### src/rtl/alu_pkg.sv
// -----------------------------------------------------------------------------
// alu_pkg
//   Shared definitions for the EX-stage ALU / multiply-divide unit.
//   - Control-code localparams (same encoding as the single-cycle datapath ALU,
//     extended with logic, compare and MDU operations).
//   - FSM state enum for the handshake controller.
//   - is_iter_op(): tells the controller which codes run on the iterative unit.
//
// Build option:
//   ALU_MDU_DIV_EN  when defined, DIVU (4'b1010) runs on the iterative unit;
//                   when undefined, DIVU is treated as an undefined op.
// -----------------------------------------------------------------------------
package alu_pkg;

  localparam logic [3:0] ALU_AND   = 4'b0000;
  localparam logic [3:0] ALU_OR    = 4'b0001;
  localparam logic [3:0] ALU_ADD   = 4'b0010;
  localparam logic [3:0] ALU_SUB   = 4'b0110;
  localparam logic [3:0] ALU_SLT   = 4'b0111;
  localparam logic [3:0] ALU_SLTU  = 4'b1000;
  localparam logic [3:0] ALU_MULTU = 4'b1001;
  localparam logic [3:0] ALU_DIVU  = 4'b1010;
  localparam logic [3:0] ALU_NOR   = 4'b1100;

  typedef enum logic {
    IDLE = 1'b0,
    RUN  = 1'b1
  } state_t;

  // True for the codes that occupy the iterative unit for WIDTH cycles.
  function automatic logic is_iter_op(input logic [3:0] code);
`ifdef ALU_MDU_DIV_EN
    return (code == ALU_MULTU) || (code == ALU_DIVU);
`else
    return (code == ALU_MULTU);
`endif
  endfunction

endpackage

### src/rtl/alu_iter.sv
// -----------------------------------------------------------------------------
// alu_iter
//   Iterative unsigned multiply / divide engine, one bit per cycle.
//   A single {hi,lo} shift register pair and one WIDTH+1 bit adder/subtractor
//   are shared between shift-add multiply and restoring division.
//
//   Ports:
//     clk, reset   rising-edge clock, synchronous active-high reset
//     load         start a new operation (captures a, b, mode; counter=WIDTH)
//     mode         0 = MULTU, 1 = DIVU (ignored unless ALU_MDU_DIV_EN)
//     a, b         multiplicand/multiplier or dividend/divisor
//     hi, lo       value {hi,lo} takes at the next edge; final product
//                  (hi:lo) or remainder (hi) / quotient (lo) when finish=1
//     finish       high in the cycle whose closing edge performs the last step
//
// Build option:
//   ALU_MDU_DIV_EN  includes the divide datapath; otherwise multiply only.
// -----------------------------------------------------------------------------
module alu_iter #(
  parameter int WIDTH = 32
) (
  input  logic             clk,
  input  logic             reset,
  input  logic             load,
  input  logic             mode,
  input  logic [WIDTH-1:0] a,
  input  logic [WIDTH-1:0] b,
  output logic [WIDTH-1:0] hi,
  output logic [WIDTH-1:0] lo,
  output logic             finish
);

  localparam int CNT_W = $clog2(WIDTH) + 1;

  logic [WIDTH-1:0] hi_q, lo_q, b_q;
  logic [CNT_W-1:0] cnt_q;
  logic [WIDTH-1:0] hi_nxt, lo_nxt;

  // Shared adder/subtractor. One extra bit above the WIDTH+1 operands gives
  // the carry-out, which on subtraction is the "no borrow" (a >= b) flag.
  logic [WIDTH:0]   add_a, add_b;
  logic             add_sub;
  logic [WIDTH+1:0] add_sum;

`ifdef ALU_MDU_DIV_EN
  logic mode_q;
  logic no_borrow;
`else
  logic unused_bits;
  assign unused_bits = mode ^ add_sum[WIDTH+1];
`endif

  // NOTE: every signal assigned in always_comb gets a default first, so no
  // path can leave it unassigned and infer a latch.
  always_comb begin
    add_a   = {1'b0, hi_q};
    add_b   = {1'b0, b_q};
    add_sub = 1'b0;
`ifdef ALU_MDU_DIV_EN
    if (mode_q) begin
      // Partial remainder shifted left with the next dividend bit.
      add_a   = {hi_q, lo_q[WIDTH-1]};
      add_sub = 1'b1;
    end
`endif
  end

  assign add_sum = {1'b0, add_a}
                 + {1'b0, add_b ^ {(WIDTH+1){add_sub}}}
                 + {{(WIDTH+1){1'b0}}, add_sub};

  always_comb begin
    hi_nxt = hi_q;
    lo_nxt = lo_q;
`ifdef ALU_MDU_DIV_EN
    no_borrow = add_sum[WIDTH+1];
    if (mode_q) begin
      // Restoring step: keep the difference only when it did not go negative.
      // With a zero divisor every step succeeds, which yields an all-ones
      // quotient and leaves the full dividend as the remainder.
      hi_nxt = no_borrow ? add_sum[WIDTH-1:0] : add_a[WIDTH-1:0];
      lo_nxt = {lo_q[WIDTH-2:0], no_borrow};
    end else
`endif
    begin
      // Shift-add step: conditionally add multiplicand, then shift {hi,lo}
      // right by one, catching the adder carry in the top of hi.
      if (lo_q[0]) begin
        hi_nxt = add_sum[WIDTH:1];
        lo_nxt = {add_sum[0], lo_q[WIDTH-1:1]};
      end else begin
        hi_nxt = {1'b0, hi_q[WIDTH-1:1]};
        lo_nxt = {hi_q[0], lo_q[WIDTH-1:1]};
      end
    end
  end

  // NOTE: sequential state is written with non-blocking assignments so every
  // register samples the pre-edge values of the others, independent of order.
  always_ff @(posedge clk) begin
    if (reset) begin
      hi_q   <= '0;
      lo_q   <= '0;
      b_q    <= '0;
      cnt_q  <= '0;
`ifdef ALU_MDU_DIV_EN
      mode_q <= 1'b0;
`endif
    end else if (load) begin
      hi_q   <= '0;
      lo_q   <= a;
      b_q    <= b;
      cnt_q  <= CNT_W'(WIDTH);
`ifdef ALU_MDU_DIV_EN
      mode_q <= mode;
`endif
    end else if (cnt_q != '0) begin
      hi_q  <= hi_nxt;
      lo_q  <= lo_nxt;
      cnt_q <= cnt_q - 1'b1;
    end
  end

  assign hi     = hi_nxt;
  assign lo     = lo_nxt;
  assign finish = (cnt_q == CNT_W'(1));

endmodule

### src/rtl/alu_mdu.sv
// -----------------------------------------------------------------------------
// alu_mdu
//   Registered EX-stage ALU with an iterative multiply/divide unit.
//   Single-cycle ops (AND, OR, ADD, SUB, SLT, SLTU, NOR) update result at the
//   accepting edge. MULTU/DIVU take WIDTH cycles, then write hi, lo and
//   result together. start is only honoured while busy=0.
//
//   Ports:
//     clk, reset      rising-edge clock, synchronous active-high reset
//     start           request, sampled when busy=0
//     control[3:0]    operation code, sampled with start
//     input1, input2  operands A and B, sampled with start
//     result          registered result
//     zero            result == 0
//     hi, lo          product high/low half, or remainder/quotient
//     busy            iterative operation in progress
//     done            one-cycle pulse: result/hi/lo valid
//
// Build option:
//   ALU_MDU_DIV_EN  enables DIVU; otherwise 4'b1010 behaves as an undefined
//                   single-cycle op (result=0, hi/lo held).
// -----------------------------------------------------------------------------
module alu_mdu
  import alu_pkg::*;
#(
  parameter int WIDTH = 32
) (
  input  logic             clk,
  input  logic             reset,
  input  logic             start,
  input  logic [3:0]       control,
  input  logic [WIDTH-1:0] input1,
  input  logic [WIDTH-1:0] input2,
  output logic [WIDTH-1:0] result,
  output logic             zero,
  output logic [WIDTH-1:0] hi,
  output logic [WIDTH-1:0] lo,
  output logic             busy,
  output logic             done
);

  state_t           state_q, state_d;
  logic [WIDTH-1:0] result_q, hi_q, lo_q;
  logic             done_q;
  logic [WIDTH-1:0] alu_res;
  logic             iter_load, iter_finish;
  logic [WIDTH-1:0] iter_hi, iter_lo;
  logic             accept_single;

  // Single-cycle datapath. MULTU never reaches here; DIVU only does when the
  // divider is not built, and then falls into the undefined-op default.
  always_comb begin
    alu_res = '0;
    case (control)
      ALU_AND:  alu_res = input1 & input2;
      ALU_OR:   alu_res = input1 | input2;
      ALU_ADD:  alu_res = input1 + input2;
      ALU_SUB:  alu_res = input1 - input2;
      ALU_SLT:  alu_res = {{(WIDTH-1){1'b0}}, $signed(input1) < $signed(input2)};
      ALU_SLTU: alu_res = {{(WIDTH-1){1'b0}}, input1 < input2};
      ALU_NOR:  alu_res = ~(input1 | input2);
      default:  alu_res = '0;
    endcase
  end

  alu_iter #(.WIDTH(WIDTH)) u_iter (
    .clk    (clk),
    .reset  (reset),
    .load   (iter_load),
    .mode   (control == ALU_DIVU),
    .a      (input1),
    .b      (input2),
    .hi     (iter_hi),
    .lo     (iter_lo),
    .finish (iter_finish)
  );

  always_comb begin
    state_d   = state_q;
    iter_load = 1'b0;
    case (state_q)
      IDLE: begin
        if (start && is_iter_op(control)) begin
          state_d   = RUN;
          iter_load = 1'b1;
        end
      end
      RUN: begin
        if (iter_finish) state_d = IDLE;
      end
      default: state_d = IDLE;
    endcase
  end

  assign accept_single = (state_q == IDLE) && start && !is_iter_op(control);

  always_ff @(posedge clk) begin
    if (reset) begin
      state_q  <= IDLE;
      result_q <= '0;
      hi_q     <= '0;
      lo_q     <= '0;
      done_q   <= 1'b0;
    end else begin
      state_q <= state_d;
      done_q  <= 1'b0;
      if (accept_single) begin
        result_q <= alu_res;
        done_q   <= 1'b1;
      end
      if ((state_q == RUN) && iter_finish) begin
        hi_q     <= iter_hi;
        lo_q     <= iter_lo;
        result_q <= iter_lo;
        done_q   <= 1'b1;
      end
    end
  end

  assign result = result_q;
  assign zero   = (result_q == '0);
  assign hi     = hi_q;
  assign lo     = lo_q;
  assign busy   = (state_q == RUN);
  assign done   = done_q;

endmodule

### config.mk
export PLATFORM = sky130hd
export DESIGN_NAME = alu_mdu
export DESIGN_NICKNAME = d
export VERILOG_FILES = /design/src/rtl/alu_pkg.sv /design/src/rtl/alu_iter.sv /design/src/rtl/alu_mdu.sv
export SDC_FILE = /design/constraint.sdc
export NUM_CORES = 1
export LEC_CHECK = 0
export ABC_AREA = 1
export CAP_MARGIN = 5
export CORE_MARGIN = 3
export CORE_UTILIZATION = 35
export DETAILED_ROUTE_END_ITERATION = 7
export MAX_ROUTING_LAYER = met4
export SYNTH_ARGS = -nofsm -noshare
export SYNTH_HDL_FRONTEND = slang
export SYNTH_SLANG_ARGS = --single-unit
### constraint.sdc
create_clock -name clk -period 2.8 [get_ports clk]
set_clock_uncertainty 0.2 [all_clocks]
set_input_delay 0.56 -clock clk [delete_from_list [all_inputs] [get_ports clk]]
set_output_delay 0.56 -clock clk [all_outputs]
set_load 0.005 [all_outputs]
# Word-level counts from Yosys, hierarchy flattened
# Index checks and enable logic that the tools add are counted.
dict set report totals {
  regBits 200
  in_bits 71
  output_inout_bits 99
}
dict set report op_classes {
  add_sub_neg 4
  magnitude_cmp 2
  n_eq_ne 8
  n_mux 15
  bitwise 4
  reduce_logical 11
}
# operator n
set ops {}
lappend ops {{$pmux 32 s7} 1}
lappend ops {{$mux 32} 6}
lappend ops {{$lt 32x32->1} 2}
lappend ops {{$add 32x32->33} 1}
lappend ops {{$add 32x32->32} 1}
lappend ops {{$and 32x32->32} 1}
lappend ops {{$logic_not 32->1} 1}
lappend ops {{$not 32->32} 1}
lappend ops {{$or 32x32->32} 1}
lappend ops {{$sub 32x32->32} 1}
lappend ops {{$eq 4x4->1 const B} 3}
lappend ops {{$mux 6} 2}
lappend ops {{$eq 4x3->1 const B} 2}
lappend ops {{$eq 6x1->1 const B} 1}
lappend ops {{$reduce_bool 6->1} 1}
lappend ops {{$sub 6x1->6 const B} 1}
lappend ops {{$mux 1} 5}
lappend ops {{$eq 4x1->1 const B} 1}
lappend ops {{$eq 4x2->1 const B} 1}
lappend ops {{$logic_and 1x1->1} 4}
lappend ops {{$logic_not 4->1} 1}
lappend ops {{$reduce_bool 2->1} 2}
lappend ops {{$pmux 1 s2} 1}
lappend ops {{$reduce_or 2->1} 1}
lappend ops {{2 further kinds} 2}

# Longest topological paths before layout
dict set report depth {
  depth_word 5
  ltp_mapped 19
  ltp_nobuf 19
}

# By module
# A second synthesis with hierarchy kept.
dict set report unflattened {
  hier_cells 2940
  hier_area_um2 16998.8
}
# mod instances cells_per_inst area_each_um2 seq_area_each_um2
set by_module_without_submodules {}
lappend by_module_without_submodules {alu_mdu 1 1775 10015.9 1961.9}
lappend by_module_without_submodules {alu_iter 1 1165 6982.9 2042.0}

# Worst setup path after synthesis
# OpenSTA, ideal clock, no wires.
dict set report synth_timing {
  path_kind {in2reg}
  startpoint {input input1[0]}
  endpoint {register result_q[0], in the netlist result[0]}
  setup_time_ns 0.112
  t_arrival_ns 2.071
  required_ns 2.488
  path_slack_ns 0.417
  path_stages 18
  cell_sequence {inv_1 ha_1 inv_1 fa_1 nand2_2 nand2_1 nand3_2 nand2_2 nand2_2 nand2_2 nand2_2 nand2_2 nand2_2 nand3_1 nand3_1 nand2_1 nand2_1 nand2_1}
}
dict set report synth_via {
  elab_chain_cells 5
}
# element line
set synth_rtl {}
lappend synth_rtl {{start: declaration} alu_mdu.sv:32} ;# input logic [WIDTH-1:0] input1,
lappend synth_rtl {{parallel branches: the longest is 2 deep, another holds $sub 32x32->32} -}
lappend synth_rtl {{$pmux 32 s7 (*)} alu_mdu.sv:54} ;# case (control)
lappend synth_rtl {{$mux 32 (*)} alu_mdu.sv:107} ;# if (accept_single) begin
lappend synth_rtl {{$mux 32 (*)} alu_mdu.sv:111} ;# if ((state_q == RUN) && iter_finish) begin
lappend synth_rtl {{end signal: assignment} alu_mdu.sv:108} ;# result_q <= alu_res;
lappend synth_rtl {{end signal: assignment} alu_mdu.sv:114} ;# result_q <= iter_lo;
lappend synth_rtl {{end: declaration} alu_mdu.sv:43} ;# logic [WIDTH-1:0] result_q, hi_q, lo_q;
# Mark *: on every way between the ends. The select of a mux whose other input is x is not followed.
# A chain may end at the register's enable or synchronous reset.

# Final worst setup path
dict set report layout_timing {
  startpoint {input input2[2]}
  endpoint {register result_q[5], in the netlist result[5]}
}
dict set report layout_via {
  elab_chain_cells 4
}
# element line
set layout_rtl {}
lappend layout_rtl {{start: declaration} alu_mdu.sv:33} ;# input logic [WIDTH-1:0] input2,
lappend layout_rtl {{$sub 32x32->32 / $add 32x32->32 (equally long branches)} {alu_mdu.sv:58, alu_mdu.sv:57}}
lappend layout_rtl {{$pmux 32 s7 (*)} alu_mdu.sv:54}
lappend layout_rtl {{$mux 32 (*)} alu_mdu.sv:107}
lappend layout_rtl {{$mux 32 (*)} alu_mdu.sv:111}
# Mark *: on every way between the ends. The rest lies on a longest branch, timed or not. The select of a mux whose other input is x is not followed.

==> metrics.csv <==
metric;value;unit
first_pass_iters;6;
fmax;361;MHz
drc;0;
grt_max_degree;84;
vdd_drop_max;482;uV
slowest_delay;0.48;ns
synthTopCellsByCount;nand2_1 (725), inv_1 (426), nor2_1 (266);
crit_chain;clkdlybuf4s50_1 > inv_1 > buf_4 > ha_1 > inv_1 > nand2_1 > nand2_1 > nand3_2 > buf_12 > nand2_1 > nand2_1 > o211ai_1 > buf_4 > nand2_1 > a31oi_1;
dieWidth;224;um
fin_hold_ws;0.250;ns
cts_max_level;4;
r2r_slack;0.15;ns
cp_max_fo;4;
io_buffers;169;
hold_path_class;input port to flip-flop;
min_period;2.77;ns
ys_dominant_reg_cell;dfxtp_1;
ios;170;
finalSetupViolations;0;
postSynthAreaPerCell;6.02;um2
design.die.area;0.0501;mm2
vias;20500;
numCtsBuffers;17;
ys_warn_count;0;
busiest_layer;met2;
endpoint_kind;flip-flop;
final_hold_viol_count;0;
cts_tree;built;
clkLatencyLatePin;0.47;ns
crit_slowest_cell;clkdlybuf4s50_1;
met3_usage;4.01;%
synth.most_common_cell;nand2_1;
core-area;0.0468;mm2
drive_above_1_share;22.9;%
required;3.00;ns
fillers;4849;
gr-total-overflow;0;
synth.distinct_cells;51;
hold_buffers;0;
synthTopCellsByArea;dfxtp_1 (24%), nand2_1 (16%), ha_1 (10%);
arrival;2.97;ns
synth_nets;2968;
grt_util_all_layers;35.1;%
ys_ff_latch;200;
p_per_area;435;mW/mm2
status;complete, no violations;
final_area;0.0241;mm2
met1_usage;42.7;%
async_reset_ff_share;0;%
antenna_found_initial;3;
area_delta_synth_final;44.8;%
rsz0062_at_grt;true;
yosys.area.top_type;dfxtp_1;
via_per_inst;5.18;
numClockSinks;200;
startpoint_type;input port;
grt_pass1_wl;127000;um
yosysTopAreaCellShare;24.1;%
cpMostUsedCell;nand2_1;
wl_per_cell;22.0;um
clk_pin_slew;0.08;ns
tightest_slew;0.529;ns
p_leak;0.0121;uW
place_area;0.0224;mm2
first_global_vias;19800;
ant_nets;0;
die_h;224;um
floorplan.initialDensity;35.5;%
nets;3541;
rows;79;
synth_area;0.0166;mm2
drv_cap;0;
use_met2;58.9;%
synth-seq-area-share;24.1;%
fin_crit_sh;98.9;%
wirelength;87000;um
gp_congestion;1.08;
critPathKind;input port to flip-flop;
clockBufferDepth;2;
synth-edff-count;0;
root_buffer;clkbuf_16;
drtIter0Drc;1627;
final-max-slew-violation-count;0;
max_slew_margin;64.7;%
synthCells;2761;
dp_hpwl;73700;um
==> worst paths after layout <==
check / from / depth (start not counted) / end
worst min register to register: lo[10]$_SDFFE_PP0P_ / 2 / lo[10]$_SDFFE_PP0P_
worst max register to register: u_iter.b_q[0]$_SDFFE_PP0P_ / 18 / hi[15]$_SDFFE_PP0P_
worst min-delay path: reset / 4 / u_iter.lo_q[0]$_SDFFE_PP0P_
worst max-delay path: input2[2] / 15 / result[5]$_SDFFE_PP0P_
==> area by class of cell <==
class	instances	area (um2)	share of cell area, %
repair buffers	654	5700	23.7
inverters	453	1700	7.08
flip-flops and latches	200	4010	16.7
clock buffers	17	425	1.77
clock inverters	15	185	0.770
multi-input cells	2008	11300	46.8
diodes	2	5.00	0.0208
well taps	607	759	3.16
==> layout by cell type (no fill, tap or decap), types with 29 or more instances in the layout <==
cell type,count
nand3_1,211
nand2_1,690
inv_2,38
ha_1,106
nand4_1,32
clkdlybuf4s50_1,145
nor3_1,29
nor2_1,245
nor2_2,31
o22ai_1,33
a21oi_1,192
buf_4,456
nand2_2,61
inv_1,412
dfxtp_1,198
o21ai_0,128
==> cells by family (layout without fill, tap and decap cells) <==
family,after synthesis,in the layout,share of synthesized area [%]
AO/OA/AOI/OAI,477,477,16.0
XOR/XNOR,16,16,0.844
adder cells (fa/ha/maj),136,136,10.4
buffers and inverters,553,1139,13.2
flip-flops,200,200,24.1
other,0,2,0
AND/OR/NAND/NOR,1379,1379,35.5
==> worst max-delay path, delay by kind of cell <==
family	cells	cell delay, ns
AOI/OAI and AO/OA	2	0.53
adders and majority gates	1	0.22
buffers and inverters	6	1.18
and+or+nand+nor	6	0.48
==> per-stage QoR <==
stage / worst slack, ns / instances / util (%) / TNS, ns / total power (uW)
after floorplan: 0.417 / 2761 / - / 0 / 5570
after global placement: -0.889 / 3903 / 47.9 / -19.53 / 7600
after detailed placement: -0.922 / 3903 / 47.9 / -24.07 / 7640
after CTS: 0.0104 / 3941 / 50.1 / 0 / 10300
after global routing: -0.0552 / 3956 / 51.4 / -0.126 / 11000
final: 0.0301 / 3956 / 51.4 / 0 / 10500
==> repair_timing <==
action | 4_1_cts | 5_1_grt
resized for setup | 98 | 132
buffers inserted | 6 | 13
setup endpoints to repair | 29 | 40
hold endpoints to repair | 0 | 0
pin swaps | 14 | 34
==> where the power goes <==
| part | leakage [uW] | switching [uW] | internal (uW) |
|---|---|---|---|
| Sequential | 0.00162 | 196 | 3060 |
| Clock | 0.000295 | 1310 | 1280 |
| Combinational | 0.0102 | 2760 | 1850 |
==> per-layer routing <==
layer | vias up | share of wire (%)
met5 | - | 0
met4 | 0 | 5.4
met3 | 149 | 4.9
met2 | 615 | 47
met1 | 9682 | 42
li1 | 10000 | -
==> state kept, by name, indices dropped and copies added (netlist names) <==
register,cells
result,32
hi,32
u_iter.lo_q,32
done,1
lo,32
u_iter.cnt_q,6
u_iter.hi_q,32
busy,1
u_iter.b_q,32
(Power assumes the default switching activity.)
